[config.mk]
export PLATFORM = sky130hd
export DESIGN_NAME = rr_record_packer
export DESIGN_NICKNAME = d
export VERILOG_FILES = /design/src/rtl/rr_record_packer.sv
export SDC_FILE = /design/constraint.sdc
export NUM_CORES = 1
export LEC_CHECK = 0
export ABC_AREA = 1
export BUFFER_PORTS_ARGS = -buffer_cell sky130_fd_sc_hd__buf_2
export CORE_ASPECT_RATIO = 1.2
export CORE_MARGIN = 2
export CORE_UTILIZATION = 60
export DETAILED_ROUTE_END_ITERATION = 7
export PLACE_DENSITY = 0.86
export SLEW_MARGIN = 20
export SYNTH_ARGS = -nofsm -noshare
export SYNTH_HDL_FRONTEND = slang
export SYNTH_SLANG_ARGS = --single-unit
[constraint.sdc]
create_clock -name clk -period 2.85 [get_ports clk]
set_input_delay 0.4275 -clock clk [delete_from_list [all_inputs] [get_ports clk]]
set_output_delay 0.4275 -clock clk [all_outputs]
set_load 0.05 [all_outputs]
[src/rtl/rr_record_packer.sv]
// Record-path compaction stage: squeezes valid logb channels toward the LSB behind the
// bitmaps and reports the unit bit length. Optional stats counters: RR_RECORD_PACKER_STATS_EN.
package rr_record_packer_pkg;
  // Sum of the first cnt fields (each fw bits wide) of a packed parameter vector.
  function automatic int sum_fields(input int cnt, input int fw, input logic [1023:0] v);
    int s;
    s = 0;
    for (int i = 0; i < cnt; i++) begin
      s += int'((v >> (i * fw)) & ((1024'(1) << fw) - 1024'(1)));
    end
    return s;
  endfunction
endpackage

module rr_record_packer #(
  parameter int LOGB_CHANNEL_CNT      = 4,
  parameter int LOGE_CHANNEL_CNT      = 4,
  parameter int RR_CHANNEL_WIDTH_BITS = 16,
  parameter logic [LOGB_CHANNEL_CNT-1:0][RR_CHANNEL_WIDTH_BITS-1:0] CHANNEL_WIDTHS =
    {16'd8, 16'd16, 16'd32, 16'd64},
  localparam int SUM_W = rr_record_packer_pkg::sum_fields(LOGB_CHANNEL_CNT,
    RR_CHANNEL_WIDTH_BITS, 1024'(CHANNEL_WIDTHS)),
  localparam int FULL_WIDTH   = SUM_W + LOGB_CHANNEL_CNT + LOGE_CHANNEL_CNT,
  localparam int OFFSET_WIDTH = $clog2(FULL_WIDTH + 1)
) (
  input  logic                        clk,
  input  logic                        rstn,
  input  logic                        in_valid,
  output logic                        in_ready,
  input  logic [LOGB_CHANNEL_CNT-1:0] in_logb_valid,
  input  logic [LOGE_CHANNEL_CNT-1:0] in_loge_valid,
  input  logic [SUM_W-1:0]            in_logb_data,
  output logic                        out_valid,
  input  logic                        out_ready,
  output logic [FULL_WIDTH-1:0]       out_data,
  output logic [OFFSET_WIDTH-1:0]     out_len,
  output logic                        idle
`ifdef RR_RECORD_PACKER_STATS_EN
  ,
  output logic [63:0]                 stat_units,
  output logic [63:0]                 stat_bits,
  output logic [31:0]                 stat_drops
`endif
);

  localparam int BMAP_W = LOGB_CHANNEL_CNT + LOGE_CHANNEL_CNT;

  logic s1_valid, s2_valid;
  logic s1_load, s2_load, accept, unit_empty;

  logic [LOGB_CHANNEL_CNT-1:0]                   s1_logb;
  logic [LOGE_CHANNEL_CNT-1:0]                   s1_loge;
  logic [SUM_W-1:0]                              s1_data;
  logic [LOGB_CHANNEL_CNT-1:0][OFFSET_WIDTH-1:0] s1_off;
  logic [OFFSET_WIDTH-1:0]                       s1_len;

  logic [LOGB_CHANNEL_CNT-1:0][OFFSET_WIDTH-1:0] off_comb;
  logic [OFFSET_WIDTH-1:0]                       off_acc;
  logic [OFFSET_WIDTH-1:0]                       len_comb;

  logic [LOGB_CHANNEL_CNT-1:0][FULL_WIDTH-1:0]   chan_ext;
  logic [FULL_WIDTH-1:0]                         len_mask;
  logic [FULL_WIDTH-1:0]                         pack_comb;

  assign s2_load    = !s2_valid || out_ready;
  assign s1_load    = !s1_valid || s2_load;
  assign in_ready   = s1_load;
  assign accept     = in_valid && in_ready;
  assign unit_empty = !(|in_logb_valid) && !(|in_loge_valid);

  assign out_valid  = s2_valid;
  assign idle       = !s1_valid && !s2_valid;

  // Running offset: each valid channel lands right after the previous valid one.
  always_comb begin
    off_acc  = OFFSET_WIDTH'(BMAP_W);
    off_comb = '0;
    for (int i = 0; i < LOGB_CHANNEL_CNT; i++) begin
      off_comb[i] = off_acc;
      if (in_logb_valid[i]) begin
        off_acc = off_acc + OFFSET_WIDTH'(CHANNEL_WIDTHS[i]);
      end
    end
    len_comb = off_acc;
  end

  // Empty units are consumed here and never occupy S1.
  always_ff @(posedge clk or negedge rstn) begin
    if (!rstn) begin
      s1_valid <= 1'b0;
      s1_logb  <= '0;
      s1_loge  <= '0;
      s1_data  <= '0;
      s1_off   <= '0;
      s1_len   <= '0;
    end else if (s1_load) begin
      s1_valid <= accept && !unit_empty;
      if (accept) begin
        s1_logb <= in_logb_valid;
        s1_loge <= in_loge_valid;
        s1_data <= in_logb_data;
        s1_off  <= off_comb;
        s1_len  <= len_comb;
      end
    end
  end

  for (genvar g = 0; g < LOGB_CHANNEL_CNT; g++) begin : g_chan
    localparam int W    = int'(CHANNEL_WIDTHS[g]);
    localparam int BASE = rr_record_packer_pkg::sum_fields(g, RR_CHANNEL_WIDTH_BITS,
                                                           1024'(CHANNEL_WIDTHS));
    assign chan_ext[g] = FULL_WIDTH'(s1_data[BASE +: W]);
  end

  // Shift by FULL_WIDTH yields zero, so a full-length unit keeps every bit.
  assign len_mask = ~({FULL_WIDTH{1'b1}} << s1_len);

  always_comb begin
    pack_comb = '0;
    pack_comb[LOGB_CHANNEL_CNT-1:0]      = s1_logb;
    pack_comb[BMAP_W-1:LOGB_CHANNEL_CNT] = s1_loge;
    for (int i = 0; i < LOGB_CHANNEL_CNT; i++) begin
      if (s1_logb[i]) begin
        pack_comb = pack_comb | (chan_ext[i] << s1_off[i]);
      end
    end
    pack_comb = pack_comb & len_mask;
  end

  always_ff @(posedge clk or negedge rstn) begin
    if (!rstn) begin
      s2_valid <= 1'b0;
      out_data <= '0;
      out_len  <= '0;
    end else if (s2_load) begin
      s2_valid <= s1_valid;
      out_data <= s1_valid ? pack_comb : '0;
      out_len  <= s1_valid ? s1_len : '0;
    end
  end

`ifdef RR_RECORD_PACKER_STATS_EN
  always_ff @(posedge clk or negedge rstn) begin
    if (!rstn) begin
      stat_units <= '0;
      stat_bits  <= '0;
      stat_drops <= '0;
    end else begin
      if (out_valid && out_ready) begin
        stat_units <= stat_units + 64'd1;
        stat_bits  <= stat_bits + 64'(out_len);
      end
      if (accept && unit_empty) begin
        stat_drops <= stat_drops + 32'd1;
      end
    end
  end
`endif

endmodule

After elaboration in Yosys (flattened, before gate mapping)
Index checks and enable logic that the tools add are counted.
{"block": "word_totals", "regBits": 299, "in_bits": 132}
{"block": "classes", "mux": 10, "bitwise": 6, "reduce_logical": 14, "shifts": 5, "add_sub_neg": 3}
{"cell": "$mux W128", "n": 5}
{"cell": "$or A128 B128 Y128", "n": 3}
{"cell": "$and A128 B128 Y128", "n": 1}
{"cell": "$not A128 Y128", "n": 1}
{"cell": "$or A8 B128 Y128", "n": 1}
{"cell": "$shl A128 B8 Y128 const A", "n": 1}
{"cell": "$shl A16 B8 Y128", "n": 1}
{"cell": "$shl A32 B8 Y128", "n": 1}
{"cell": "$shl A64 B4 Y128", "n": 1}
{"cell": "$shl A8 B8 Y128", "n": 1}
{"cell": "$mux W8", "n": 4}
{"cell": "$add A8 B4 Y8 const B", "n": 1}
{"cell": "$add A8 B5 Y8 const B", "n": 1}
{"cell": "$add A8 B6 Y8 const B", "n": 1}
{"cell": "$reduce_or A4 Y1", "n": 2}
{"cell": "$mux W7", "n": 1}
{"cell": "$logic_not A1 Y1", "n": 5}
{"cell": "$logic_and A1 B1 Y1", "n": 4}
{"cell": "$logic_or A1 B1 Y1", "n": 2}
{"cell": "$reduce_and A2 Y1", "n": 1}

Depth between registers and ports, before layout
{"block": "logic_depth", "ltp_word": 11, "depth_mapped": 11}

Worst setup path after synthesis
No wires, ideal clock.
{"block": "synth_timing", "path_type": "register to register", "startpoint": "register s2_valid (netlist: out_valid)", "endpoint": "register s1_data[53]", "slack_ps": 700, "synth_period_minus_slack_ps": 2150, "t_required_ps": 2719, "n_path_buf": 2, "stages_incl_launch_ff": 10, "t_arrival_ps": 2020, "cell_sequence": "dfrtp_1 > nand2_1 > inv_2 > nand2_1 > nand2_2 > inv_2 > buf_2 > buf_2 > nand2_1 > o21ai_0"}
{"block": "synth_via", "elab_chain_len": 5}
{"item": "start: declaration", "line_no": "48", "rtl": "logic s1_valid, s2_valid;"}
{"item": "start signal: assignment", "line_no": "136", "rtl": "s2_valid <= s1_valid;"}
{"item": "$logic_not A1 Y1 *", "line_no": "65", "rtl": "assign s2_load = !s2_valid || out_ready;"}
{"item": "$logic_or A1 B1 Y1 *", "line_no": "65"}
{"item": "$logic_or A1 B1 Y1 *", "line_no": "66", "rtl": "assign s1_load = !s1_valid || s2_load;"}
{"item": "named net in_ready", "line_no": "29", "rtl": "output logic in_ready,"}
{"item": "$logic_and A1 B1 Y1", "line_no": "68", "rtl": "assign accept = in_valid && in_ready;"}
{"item": "$reduce_and A2 Y1 (no source line) *"}
{"item": "end signal: assignment", "line_no": "101", "rtl": "s1_data <= in_logb_data;"}
{"item": "end: declaration", "line_no": "53", "rtl": "logic [SUM_W-1:0] s1_data;"}
The timed path passes the listed nets; every way through them passes the cells marked *.
A chain may end at the register's enable or synchronous reset.

Final worst setup path
{"block": "layout_timing", "startpoint": "register s1_off[11] (netlist name)", "endpoint": "register out_data[79]"}
{"block": "layout_via", "elab_chain_len": 9}
{"item": "start: declaration", "line_no": "54", "rtl": "logic [LOGB_CHANNEL_CNT-1:0][OFFSET_WIDTH-1:0] s1_off;"}
{"item": "start signal: assignment", "line_no": "102", "rtl": "s1_off <= off_comb;"}
{"item": "$shl A32 B8 Y128 *", "line_no": "124", "rtl": "pack_comb = pack_comb | (chan_ext[i] << s1_off[i]);"}
{"item": "$or A128 B128 Y128 *", "line_no": "124"}
{"item": "$mux W128 *", "line_no": "123", "rtl": "if (s1_logb[i]) begin"}
{"item": "$or A128 B128 Y128", "line_no": "124"}
{"item": "$mux W128 *", "line_no": "123"}
{"item": "$or A128 B128 Y128", "line_no": "124"}
{"item": "$mux W128 *", "line_no": "123"}
{"item": "$and A128 B128 Y128 *", "line_no": "127", "rtl": "pack_comb = pack_comb & len_mask;"}
{"item": "$mux W128 *", "line_no": "137", "rtl": "out_data <= s1_valid ? pack_comb : '0;"}
{"item": "end signal: assignment", "line_no": "137"}
{"item": "end: declaration", "line_no": "35", "rtl": "output logic [FULL_WIDTH-1:0] out_data,"}
Mark *: on every way between the ends. The rest lies on a longest branch, timed or not.

==> reports/qor.csv <==
metric;value;unit
Clk Latency, worst-skew pair;0.57;ns
first-pass GRT wire length;86000;um
number of inserted diodes;0;
critical path class;reg2reg;
Tmin final;2.30;ns
Synth Register Bits;269;
Slew Viols, Final;0;
f_max;434;MHz
Setup Skew;0.0317;ns
Cell Pwr Density;655;mW/mm^2
number of synthesized flops with an enable pin;0;
CP most frequent cell;nand2_1;
Slew headroom;0.368;
dpl hpwl;42900;um
H-tree lvl count;1;
unrepaired setup endpoints after global routing;false;
GP Congestion;1.07;
Port Buffers;267;
Post-Synthesis Cells;2064;
synth cell count leaders;1013 x nand2_1, 269 x dfrtp_1, 187 x nor2_1;
critical path startpoint category;register;
ys flop type;dfrtp_1;
Final nets;2440;
register area share after synthesis;0.476;
Wirelength per Cell;22.1;um
warnings from Yosys;0;
# DRC;0;
Rows;61;
top post-synthesis cells by area;dfrtp_1 48%, nand2_1 27%, o21ai_0 5.1%, nor2_1 5.0%, nand3_1 4.9%;
Crit Path Max Fanout;71;
Worst setup EP type;register;
iteration count of the initial detailed-routing pass;8;
Iter 0 DRT Violations;2274;
Leak;9.44;nW
die area;0.0248;sq mm
CTS Buf Count;27;
sequential fraction of design power;0.423;
Finished Layout Cells;2641;
vias in the first global route;14700;
pin count of the biggest net entering global routing;134;
CP arrival;2.73;ns
status;finished, final reports clean;
syn avg cell area;6.86;sq um
CP max-delay cell;dfrtp_2;
share of layout cells above drive strength 1;0.167;
Hold WC Path Type;in2reg;
post-synth top area share;0.476;
die height;172;um
VDD IR max;604;uV
Tcrit/Tclk final;0.808;
Yosys cell types;31;
Async SR Flop Fraction;1.00;
vias per cell;5.94;
Psw;0.00412;W
cells along the critical path;inv_2 -> buf_12 -> nand2_1 -> nand2_1 -> nand2_1 -> nand2_1 -> o21ai_0 -> nand2_1;
clk buf depth;3;
most frequent cell after synthesis;nand2_1;
area grow syn2layout;18.1;%
core area;0.0232;sq mm
combinational share of power;0.257;
gr ovfl total;0;
Least-Margin Pin Slew;0.944;ns
required time of the critical path;3.28;ns
Pint;0.00684;W
Sw Share;0.376;
Final Hold Viols;0;
initial antenna violation count;0;
Boundary Pins;271;
Horiz. Die Dim;144;um
Final ANT Viol Nets;0;
DR vias;15700;
post-CTS setup buffer count;0;
Total GRT Usage;0.466;
initial core utilization;0.610;
clock sink count;269;
post-synthesis cell area;0.0142;sq mm
cell chosen for the clock root;clkbuf_16;
Final setup viols;0;
CTS tree;built;
DP Cell Count;2591;
# Max-Cap Violations;0;
part of the power in the clock network;0.320;
final wirelength;58300;um
Reg clk slew, reported paths;0.06;ns
max incr delay on CP;0.75;ns
post-route setup TNS;0;ns
Yosys top cell by area;dfrtp_1;
## metrics by stage
stage                     total power, W  setup slack, ns   util  cell area, sq um  hold WS (ns)
after floorplan                  0.00626            0.700      -             14200         0.132
after global placement           0.00731            0.747  0.684             15900         0.456
after detailed placement         0.00736            0.717  0.684             15900         0.461
after CTS                         0.0108            0.692  0.721             16700        0.0696
after global routing              0.0113            0.496  0.721             16700        0.0761
final                             0.0110            0.546  0.721             16700        0.0664
## worst max-delay path, delay by kind of cell (launching register included)
| family | cells | cell delay (ns) |
|---|---|---|
| AND/OR/NAND/NOR | 5 | 0.66 |
| AO/OA/AOI/OAI | 1 | 0.40 |
| buffers and inverters | 2 | 0.33 |
| flip-flops | 1 | 0.75 |
## final cells by class
cell class	count	area, sq um
sequential	269	6730
multi-input combinational	1572	6480
fill	1861	6480
timing repair buffer	321	1830
clock buffer	37	753
inverter	115	435
tap	315	394
clock inverter	12	98.8
## power by group through the flow
stage	combinational [W]	clock, W	sequential, W
2_1_floorplan	0.00126	0	0.00500
3_3_place_gp	0.00267	0	0.00465
3_5_place_dp	0.00271	0	0.00465
4_1_cts	0.00273	0.00349	0.00459
5_1_grt	0.00300	0.00365	0.00465
6_report	0.00282	0.00351	0.00463
## timing repair
action	4_1_cts	5_1_grt
gates resized for setup	0	0
hold endpoints to repair	83	0
hold buffers	1	0
## final timing paths
kind | from | depth (start not counted) | endpoint | slack [ns]
max in group asynchronous | rstn | 3 | out_data[48] | 1.44
worst min-delay path | in_logb_data[7] | 3 | s1_data[7] | 0.07
worst min register to register | out_data[6] | 2 | out_data[6] | 0.48
worst max register to register | s1_off[11] | 8 | out_data[79] | 0.55
worst max-delay path | s1_off[11] | 8 | out_data[79] | 0.55
min in group asynchronous | rstn | 2 | s1_logb[1] | 0.48
## layer usage
layer  routed length [um]  part of all wire  GRT usage  vias up
li1                     -                 -          -     6883
met1                21500              0.37      0.611     7325
met2                25700              0.44      0.716     1235
met3                 6770              0.12     0.0980      237
met4                 4280             0.073      0.274        0
met5                    0                 0          0        -
## kinds of logic (layout without fill, tap and decap cells)
| family | Yosys count | count (layout) | share of synthesized area |
|---|---|---|---|
| other | 1 | 3 | 0.000265 |
| buffers and inverters | 225 | 485 | 0.0672 |
| adders and majority gates | 2 | 2 | 0.00177 |
| DFF | 269 | 269 | 0.476 |
| xor gates and xnor gates | 1 | 1 | 0.000619 |
| AOI/OAI and AO/OA | 196 | 196 | 0.0727 |
| and+or+nand+nor | 1370 | 1370 | 0.382 |
## registers in the layout, summed over array words and instances, names as in the netlist
signal     flops
s1_len         5
s1_off         1
s1_data      120
s1_loge        4
out_len        5
out_data     128
s1_logb        4
s1_valid       1
out_valid      1
## cell usage in the layout (no fill, tap or decap), types with 4 or more instances in the layout
master	netlist	layout
buf_2	54	266
nor3_1	7	7
buf_12	0	6
nand2_2	6	6
dfrtp_1	269	268
inv_1	108	108
or2_2	6	6
o21ai_0	143	143
clkinv_2	0	8
nor2_1	187	187
nand3_1	138	138
clkbuf_8	0	4
clkbuf_16	0	27
nand2_1	1013	1013
nor2_4	4	4
o22ai_1	6	6
inv_2	7	5
o211ai_1	12	12
buf_4	8	47
a21oi_1	30	30
clkbuf_1	41	6
(Power assumes the default switching activity.)
